File: config.mk
export PLATFORM = sky130hd
export DESIGN_NAME = uart_key_transmitter_flat
export DESIGN_NICKNAME = d
export VERILOG_FILES = /design/src/rtl/uart_pkg.sv /design/src/rtl/uart_key_transmitter_if.sv /design/src/rtl/uart_tx_byte.sv /design/src/rtl/uart_key_transmitter.sv /design/src/flat_wrapper.sv
export SDC_FILE = /design/constraint.sdc
export NUM_CORES = 1
export LEC_CHECK = 0
export BUFFER_PORTS_ARGS = -buffer_cell sky130_fd_sc_hd__clkbuf_2
export CAP_MARGIN = 10
export CORE_UTILIZATION = 45
export DETAILED_ROUTE_END_ITERATION = 10
export SLEW_MARGIN = 20
export SYNTH_ARGS = -nofsm -noshare
export SYNTH_HDL_FRONTEND = slang
export SYNTH_SLANG_ARGS = --single-unit
File: constraint.sdc
create_clock -name clk -period 5.3 [get_ports clk]
set_input_delay 1.06 -clock clk [delete_from_list [all_inputs] [get_ports clk]]
set_output_delay 1.06 -clock clk [all_outputs]
set_load 0.1 [all_outputs]
File: src/rtl/uart_pkg.sv
// Shared UART definitions for the key transmitter (and its matching receiver).
// Holds the serializer state encoding, the key-to-ASCII character constants,
// and helpers for the baud divisor and key index lookup.
package uart_pkg;

    localparam int unsigned NUM_KEYS  = 8;
    localparam int unsigned DATA_BITS = 8;

    typedef enum logic [2:0] {
        IDLE,
        START,
        DATA,
        PARITY,
        STOP
    } state_t;

    localparam logic [DATA_BITS-1:0] KEY_A = 8'h61;
    localparam logic [DATA_BITS-1:0] KEY_S = 8'h73;
    localparam logic [DATA_BITS-1:0] KEY_D = 8'h64;
    localparam logic [DATA_BITS-1:0] KEY_F = 8'h66;
    localparam logic [DATA_BITS-1:0] KEY_Z = 8'h7a;
    localparam logic [DATA_BITS-1:0] KEY_X = 8'h78;
    localparam logic [DATA_BITS-1:0] KEY_C = 8'h63;
    localparam logic [DATA_BITS-1:0] KEY_V = 8'h76;

    // Clocks per serial bit (integer division); callers must keep it >= 2.
    function automatic int unsigned clks_per_bit(input int unsigned clk_hz,
                                                 input int unsigned baud_hz);
        return clk_hz / baud_hz;
    endfunction

    // keys[7..0] map to 'a','s','d','f','z','x','c','v'.
    function automatic logic [DATA_BITS-1:0] key_char(input logic [2:0] idx);
        logic [DATA_BITS-1:0] ch;
        case (idx)
            3'd7:    ch = KEY_A;
            3'd6:    ch = KEY_S;
            3'd5:    ch = KEY_D;
            3'd4:    ch = KEY_F;
            3'd3:    ch = KEY_Z;
            3'd2:    ch = KEY_X;
            3'd1:    ch = KEY_C;
            default: ch = KEY_V;
        endcase
        return ch;
    endfunction

endpackage

File: src/rtl/uart_key_transmitter_if.sv
// Pin-level bundle of the key transmitter.
//   keys     : asynchronous key/switch levels (driven by master)
//   uart_out : serial line, idle high (driven by slave)
//   busy     : frame in progress (driven by slave)
//   pending  : queued key requests not yet started (driven by slave)
interface uart_key_transmitter_if;

    logic [7:0] keys;
    logic       uart_out;
    logic       busy;
    logic [7:0] pending;

    modport master (output keys, input uart_out, input busy, input pending);
    modport slave  (input keys, output uart_out, output busy, output pending);

endinterface

File: src/rtl/uart_tx_byte.sv
// Byte serializer: start bit, 8 data bits LSB first, optional even parity, stop bit.
// Optional feature macro: UART_KEY_TX_PARITY_EN (adds a PARITY state before STOP).
// Ports:
//   clk, rst_n : clock, async active-low reset
//   start      : request; accepted only while idle, data_in latched on accept
//   data_in    : byte to send
//   busy       : registered, high from START through STOP
//   tx         : registered serial line, idle high
module uart_tx_byte
    import uart_pkg::*;
#(
    parameter int unsigned CLKS_PER_BIT = 10
) (
    input  logic                 clk,
    input  logic                 rst_n,
    input  logic                 start,
    input  logic [DATA_BITS-1:0] data_in,
    output logic                 busy,
    output logic                 tx
);

    localparam int unsigned CNT_W = (CLKS_PER_BIT > 2) ? $clog2(CLKS_PER_BIT) : 1;
    localparam logic [CNT_W-1:0] CNT_MAX = CNT_W'(CLKS_PER_BIT - 1);

    state_t               state, state_nxt;
    logic [CNT_W-1:0]     cnt, cnt_nxt;
    logic [2:0]           bit_idx, bit_idx_nxt;
    logic [DATA_BITS-1:0] shift, shift_nxt;
    logic                 tx_nxt;
    logic                 busy_nxt;
`ifdef UART_KEY_TX_PARITY_EN
    logic                 par, par_nxt;
`endif

    // State and datapath registers; line forced high on reset.
    always_ff @(posedge clk or negedge rst_n) begin
        if (!rst_n) begin
            state   <= IDLE;
            cnt     <= '0;
            bit_idx <= '0;
            shift   <= '0;
            tx      <= 1'b1;
            busy    <= 1'b0;
`ifdef UART_KEY_TX_PARITY_EN
            par     <= 1'b0;
`endif
        end else begin
            state   <= state_nxt;
            cnt     <= cnt_nxt;
            bit_idx <= bit_idx_nxt;
            shift   <= shift_nxt;
            tx      <= tx_nxt;
            busy    <= busy_nxt;
`ifdef UART_KEY_TX_PARITY_EN
            par     <= par_nxt;
`endif
        end
    end

    // Next-state logic; tx_nxt is the line level for the cycle after the edge.
    always_comb begin
        state_nxt   = state;
        cnt_nxt     = cnt;
        bit_idx_nxt = bit_idx;
        shift_nxt   = shift;
        tx_nxt      = tx;
`ifdef UART_KEY_TX_PARITY_EN
        par_nxt     = par;
`endif
        case (state)
            IDLE: begin
                tx_nxt      = 1'b1;
                cnt_nxt     = '0;
                bit_idx_nxt = '0;
                if (start) begin
                    state_nxt = START;
                    shift_nxt = data_in;
                    tx_nxt    = 1'b0;
`ifdef UART_KEY_TX_PARITY_EN
                    par_nxt   = ^data_in;
`endif
                end
            end
            START: begin
                if (cnt == CNT_MAX) begin
                    cnt_nxt   = '0;
                    state_nxt = DATA;
                    tx_nxt    = shift[0];
                end else begin
                    cnt_nxt = cnt + CNT_W'(1);
                end
            end
            DATA: begin
                if (cnt == CNT_MAX) begin
                    cnt_nxt = '0;
                    if (bit_idx == 3'd7) begin
`ifdef UART_KEY_TX_PARITY_EN
                        state_nxt = PARITY;
                        tx_nxt    = par;
`else
                        state_nxt = STOP;
                        tx_nxt    = 1'b1;
`endif
                    end else begin
                        bit_idx_nxt = bit_idx + 3'd1;
                        shift_nxt   = {1'b0, shift[DATA_BITS-1:1]};
                        tx_nxt      = shift[1];
                    end
                end else begin
                    cnt_nxt = cnt + CNT_W'(1);
                end
            end
`ifdef UART_KEY_TX_PARITY_EN
            PARITY: begin
                if (cnt == CNT_MAX) begin
                    cnt_nxt   = '0;
                    state_nxt = STOP;
                    tx_nxt    = 1'b1;
                end else begin
                    cnt_nxt = cnt + CNT_W'(1);
                end
            end
`endif
            STOP: begin
                if (cnt == CNT_MAX) begin
                    cnt_nxt   = '0;
                    state_nxt = IDLE;
                    tx_nxt    = 1'b1;
                end else begin
                    cnt_nxt = cnt + CNT_W'(1);
                end
            end
            default: begin
                state_nxt = IDLE;
                tx_nxt    = 1'b1;
            end
        endcase
        busy_nxt = (state_nxt != IDLE);
    end

endmodule

File: src/rtl/uart_key_transmitter.sv
// Key-to-UART transmitter: each rising key edge queues that key's ASCII
// character, which is sent as a serial frame (8N1, or 8E1 when
// UART_KEY_TX_PARITY_EN is defined). Highest key index is served first.
// Ports:
//   clk, rst_n : clock, async active-low reset
//   bus.keys   : asynchronous key levels (bit 7 = 'a' ... bit 0 = 'v')
//   bus.uart_out, bus.busy, bus.pending : registered outputs
module uart_key_transmitter
    import uart_pkg::*;
#(
    parameter int unsigned CLK_HZ  = 50_000_000,
    parameter int unsigned BAUD_HZ = 9600
) (
    input  logic                   clk,
    input  logic                   rst_n,
    uart_key_transmitter_if.slave  bus
);

    localparam int unsigned CLKS_PER_BIT = clks_per_bit(CLK_HZ, BAUD_HZ);

    logic [NUM_KEYS-1:0]  sync1, sync2, prev, rise_q, pending_q;
    logic [NUM_KEYS-1:0]  clr_c;
    logic [2:0]           sel_c;
    logic                 start_c;
    logic [DATA_BITS-1:0] data_c;
    logic                 tx_busy;
    logic                 tx_line;

    // Two-flop synchronizer, previous-value flop and registered rising-edge pulse.
    always_ff @(posedge clk or negedge rst_n) begin
        if (!rst_n) begin
            sync1  <= '0;
            sync2  <= '0;
            prev   <= '0;
            rise_q <= '0;
        end else begin
            sync1  <= bus.keys;
            sync2  <= sync1;
            prev   <= sync2;
            rise_q <= sync2 & ~prev;
        end
    end

    // Priority arbiter: highest pending index wins when the serializer is idle.
    always_comb begin
        sel_c = '0;
        for (int i = 0; i < int'(NUM_KEYS); i++) begin
            if (pending_q[i]) sel_c = 3'(i);
        end
        start_c = (|pending_q) && !tx_busy;
        clr_c   = start_c ? (8'b1 << sel_c) : '0;
        data_c  = key_char(sel_c);
    end

    // Request queue; a new edge on a bit being cleared re-queues it.
    always_ff @(posedge clk or negedge rst_n) begin
        if (!rst_n) begin
            pending_q <= '0;
        end else begin
            pending_q <= (pending_q & ~clr_c) | rise_q;
        end
    end

    uart_tx_byte #(
        .CLKS_PER_BIT (CLKS_PER_BIT)
    ) u_tx (
        .clk     (clk),
        .rst_n   (rst_n),
        .start   (start_c),
        .data_in (data_c),
        .busy    (tx_busy),
        .tx      (tx_line)
    );

    assign bus.uart_out = tx_line;
    assign bus.busy     = tx_busy;
    assign bus.pending  = pending_q;

endmodule

File: src/flat_wrapper.sv
// flat-port wrapper written by rule: the top's interface ports become plain ports
module uart_key_transmitter_flat import uart_pkg::*;
#(
    parameter int unsigned CLK_HZ  = 50_000_000,
    parameter int unsigned BAUD_HZ = 9600
)
  (clk, rst_n, bus_keys, bus_uart_out, bus_busy, bus_pending);
  uart_key_transmitter_if bus_i ();
  input  logic clk;
  input  logic rst_n;
  input wire logic [$bits(bus_i.keys)-1:0] bus_keys;
  output wire logic [$bits(bus_i.uart_out)-1:0] bus_uart_out;
  output wire logic [$bits(bus_i.busy)-1:0] bus_busy;
  output wire logic [$bits(bus_i.pending)-1:0] bus_pending;
  assign bus_i.keys = bus_keys;
  assign bus_uart_out = bus_i.uart_out;
  assign bus_busy = bus_i.busy;
  assign bus_pending = bus_i.pending;
  uart_key_transmitter #(.CLK_HZ(CLK_HZ), .BAUD_HZ(BAUD_HZ)) u_core (.clk(clk), .rst_n(rst_n), .bus(bus_i));
endmodule
==> flow_metrics.py <==
metrics = {
    "outcome": {
        "status": "completed",
    },
    "synth": {
        "synth-seq-area-share": 0.5864,
        "netlist_instances": 248,
        "yosysMostFrequentCell": "dfrtp_1",
        "synth-async-reset-ratio": 1.000,
        "synth_cell_types": 53,
        "synth_fp_nets": 261,
        "synth_top_area_cell": "dfrtp_1",
        "synth_top_area_share": 0.5773,
        "syn_avg_cell_area_um2": 11.71,
        "synth-edff-count": 0,
        "yosys-top-cells-count": "dfrtp_1 (67), nand2_1 (19), nand3_1 (14)",
        "yosys-top-cells-area": "dfrtp_1 (58%), nand2_1 (2.5%), nand3_1 (2.4%)",
        "synth_area_um2": 2904,
        "ys.flop_type": "dfrtp_1",
        "yosysWarnings": 0,
        "synth_seq_cells": 68,
    },
    "global_route": {
        "grt_max_degree": 45,
        "overflow": 0,
        "grt_pass1_vias": 1841,
        "grt_usage": 0.1760,
        "antenna_found_initial": 0,
        "grt_pass1_wl_mm": 8.776,
    },
    "clock_tree": {
        "cts_hold_buf": 0,
        "cts_tree": "built",
        "cts_setup_buffers": 0,
        "h-tree-depth": 3,
        "cts_buffer_depth": 2,
        "ctsResizeCount": 0,
        "clk_pin_slew_ns": 0.08,
        "cts.sinks": 68,
        "numCtsBuffers": 9,
        "root_buffer": "clkbuf_8",
        "clk_latency_ns": 0.34,
    },
    "routing": {
        "vias": 1921,
        "routed_wl_mm": 5.113,
        "first_pass_iters": 4,
        "drt_iter0_markers": 146,
        "drc": 0,
        "final_antenna_net_count": 0,
        "wl_per_cell_um": 14.65,
        "avgViaCountPerCell": 5.504,
    },
    "placement": {
        "gp_congestion": 0.7709,
        "dp_slack_ns": 2.935,
        "io_buffers": 19,
        "dp_hpwl_mm": 3.370,
        "placed_area_um2": 3045,
    },
    "timing": {
        "timing.final.crit_share": 0.4547,
        "worst_pin_slew_ns": 1.037,
        "maxSlewHeadroom": 0.3041,
        "rsz0062_at_grt": "no",
        "postLayoutSetupSlackWorst_ns": 2.890,
        "finalSetupViolCount": 0,
        "post-route-min-period_ns": 2.410,
        "fin_skew_ns": 0.007803,
        "holdWs_ns": 0.3511,
        "final_hold_viol_count": 0,
        "drv_slew": 0,
        "final.setup.tns_ns": 0,
        "clock.fmax_mhz": 414.9,
    },
    "worst_setup_path": {
        "cp.arrival_ns": 1.35,
        "cp_slowest_stage_delay_ns": 0.56,
        "critical-path-slowest-cell": "dfstp_2",
        "crit_path_end_kind": "primary output",
        "path_buf_inv": 1,
        "required_ns": 4.24,
        "cp-start-kind": "flop",
        "ff2ff_setup_slack_ns": 2.90,
        "worstPathCellList": "clkbuf_2",
        "cp_max_fo": 2,
        "worstSetupPathType": "reg2out",
        "critPathTopFamily": "flip-flops",
    },
    "pwr": {
        "power.density_nw_per_um2": 348.9,
        "power.total_mw": 1.135,
        "power.leakage_nw": 1.381,
        "ir_worst_vdd_uv": 183.6,
    },
    "final_layout": {
        "fin_area_um2": 3254,
        "diodes": 0,
        "drive_above_1_share": 0.1715,
        "fill_cells": 527,
        "area_growth_pct": 12.06,
        "layout.nets": 282,
    },
    "floorplanning": {
        "io_pins": 20,
        "core_area_um2": 6061,
        "die_w_um": 82.34,
        "start_util": 0.4791,
        "die_area_um2": 6779,
        "fp.dieH_um": 82.34,
        "rows": 28,
    },
    "worst_hold_path": {
        "hold_path_class": "reg2reg",
    },
    "run": {
        "cap_viol_max_count": 0,
    },
}
[kinds of logic after synthesis]
kind of cell / Yosys count / share of synthesized area
mux: 8 / 0.03360
fa+ha+maj: 3 / 0.01293
simple gates: 95 / 0.1909
buf+inv: 19 / 0.03059
compound gates: 53 / 0.1396
xor+xnor: 2 / 0.006033
flops: 68 / 0.5864
[cell type report]
class	instances	area [µm²]	area share
Multi-Input combinational cell	161	1112	0.3418
Clock inverter	7	82.58	0.02537
Clock buffer	9	123.9	0.03806
Inverter	9	33.78	0.01038
Sequential cell	68	1703	0.5233
Timing Repair Buffer	20	105.1	0.03230
Tap cell	75	93.84	0.02884
[report_power, final]
group / internal [mW] / leakage, nW / total (mW) / switching, mW
combinational: 0.0464 / 0.485 / 0.0965 / 0.0501
sequential: 0.557 / 0.798 / 0.595 / 0.0382
clock: 0.225 / 0.0988 / 0.444 / 0.218
[registers in the layout, indices dropped and copies added, names as in the netlist]
name,flops
u_core.sync2,8
u_core.sync1,8
u_core.u_tx.tx,1
u_core.prev,8
u_core.u_tx.bit_idx,3
u_core.bus.pending,8
u_core.u_tx.cnt,13
u_core.u_tx.busy,1
u_core.rise_q,8
u_core.u_tx.shift,7
u_core.u_tx.state,3
[final timing paths]
check                                           from               to  depth (start not counted)
worst max-delay path                  u_core.u_tx.tx     bus_uart_out                          1
worst min-delay path                 u_core.sync1[6]  u_core.sync2[6]                          0
worst max register to register  u_core.u_tx.state[1]   u_core.u_tx.tx                          4
worst min register to register       u_core.sync1[6]  u_core.sync2[6]                          0
max in group asynchronous                      rst_n   u_core.u_tx.tx                          2
min in group asynchronous                      rst_n   u_core.prev[4]                          1
[placed cells by master (no fill, tap or decap), drive strengths merged, types with 7 or more instances in the layout]
master  Yosys  final
nand2      19     19
nor3b       7      7
inv         9     13
nand3      14     14
nor2        8      8
clkbuf      6     27
dfrtp      67     67
o21ai       9      9
nor2b       9      9
o211ai      7      7
[metal layers]
layer  global-route usage  vias to the layer above  share of wire
met5                    0                        -              0
met4              0.09649                        0          0.018
met3              0.04396                       10          0.033
met2               0.2529                       27           0.43
met1               0.2427                      932           0.52
li1                     -                      952              -
[metrics by stage]
step	instances	utilization
floorplan	248	-
global placement	333	0.5025
detailed placement	333	0.5025
CTS	349	0.5365
global route	349	0.5370
finish	349	0.5370
No activity file was read; power rests on OpenSTA's default activity.
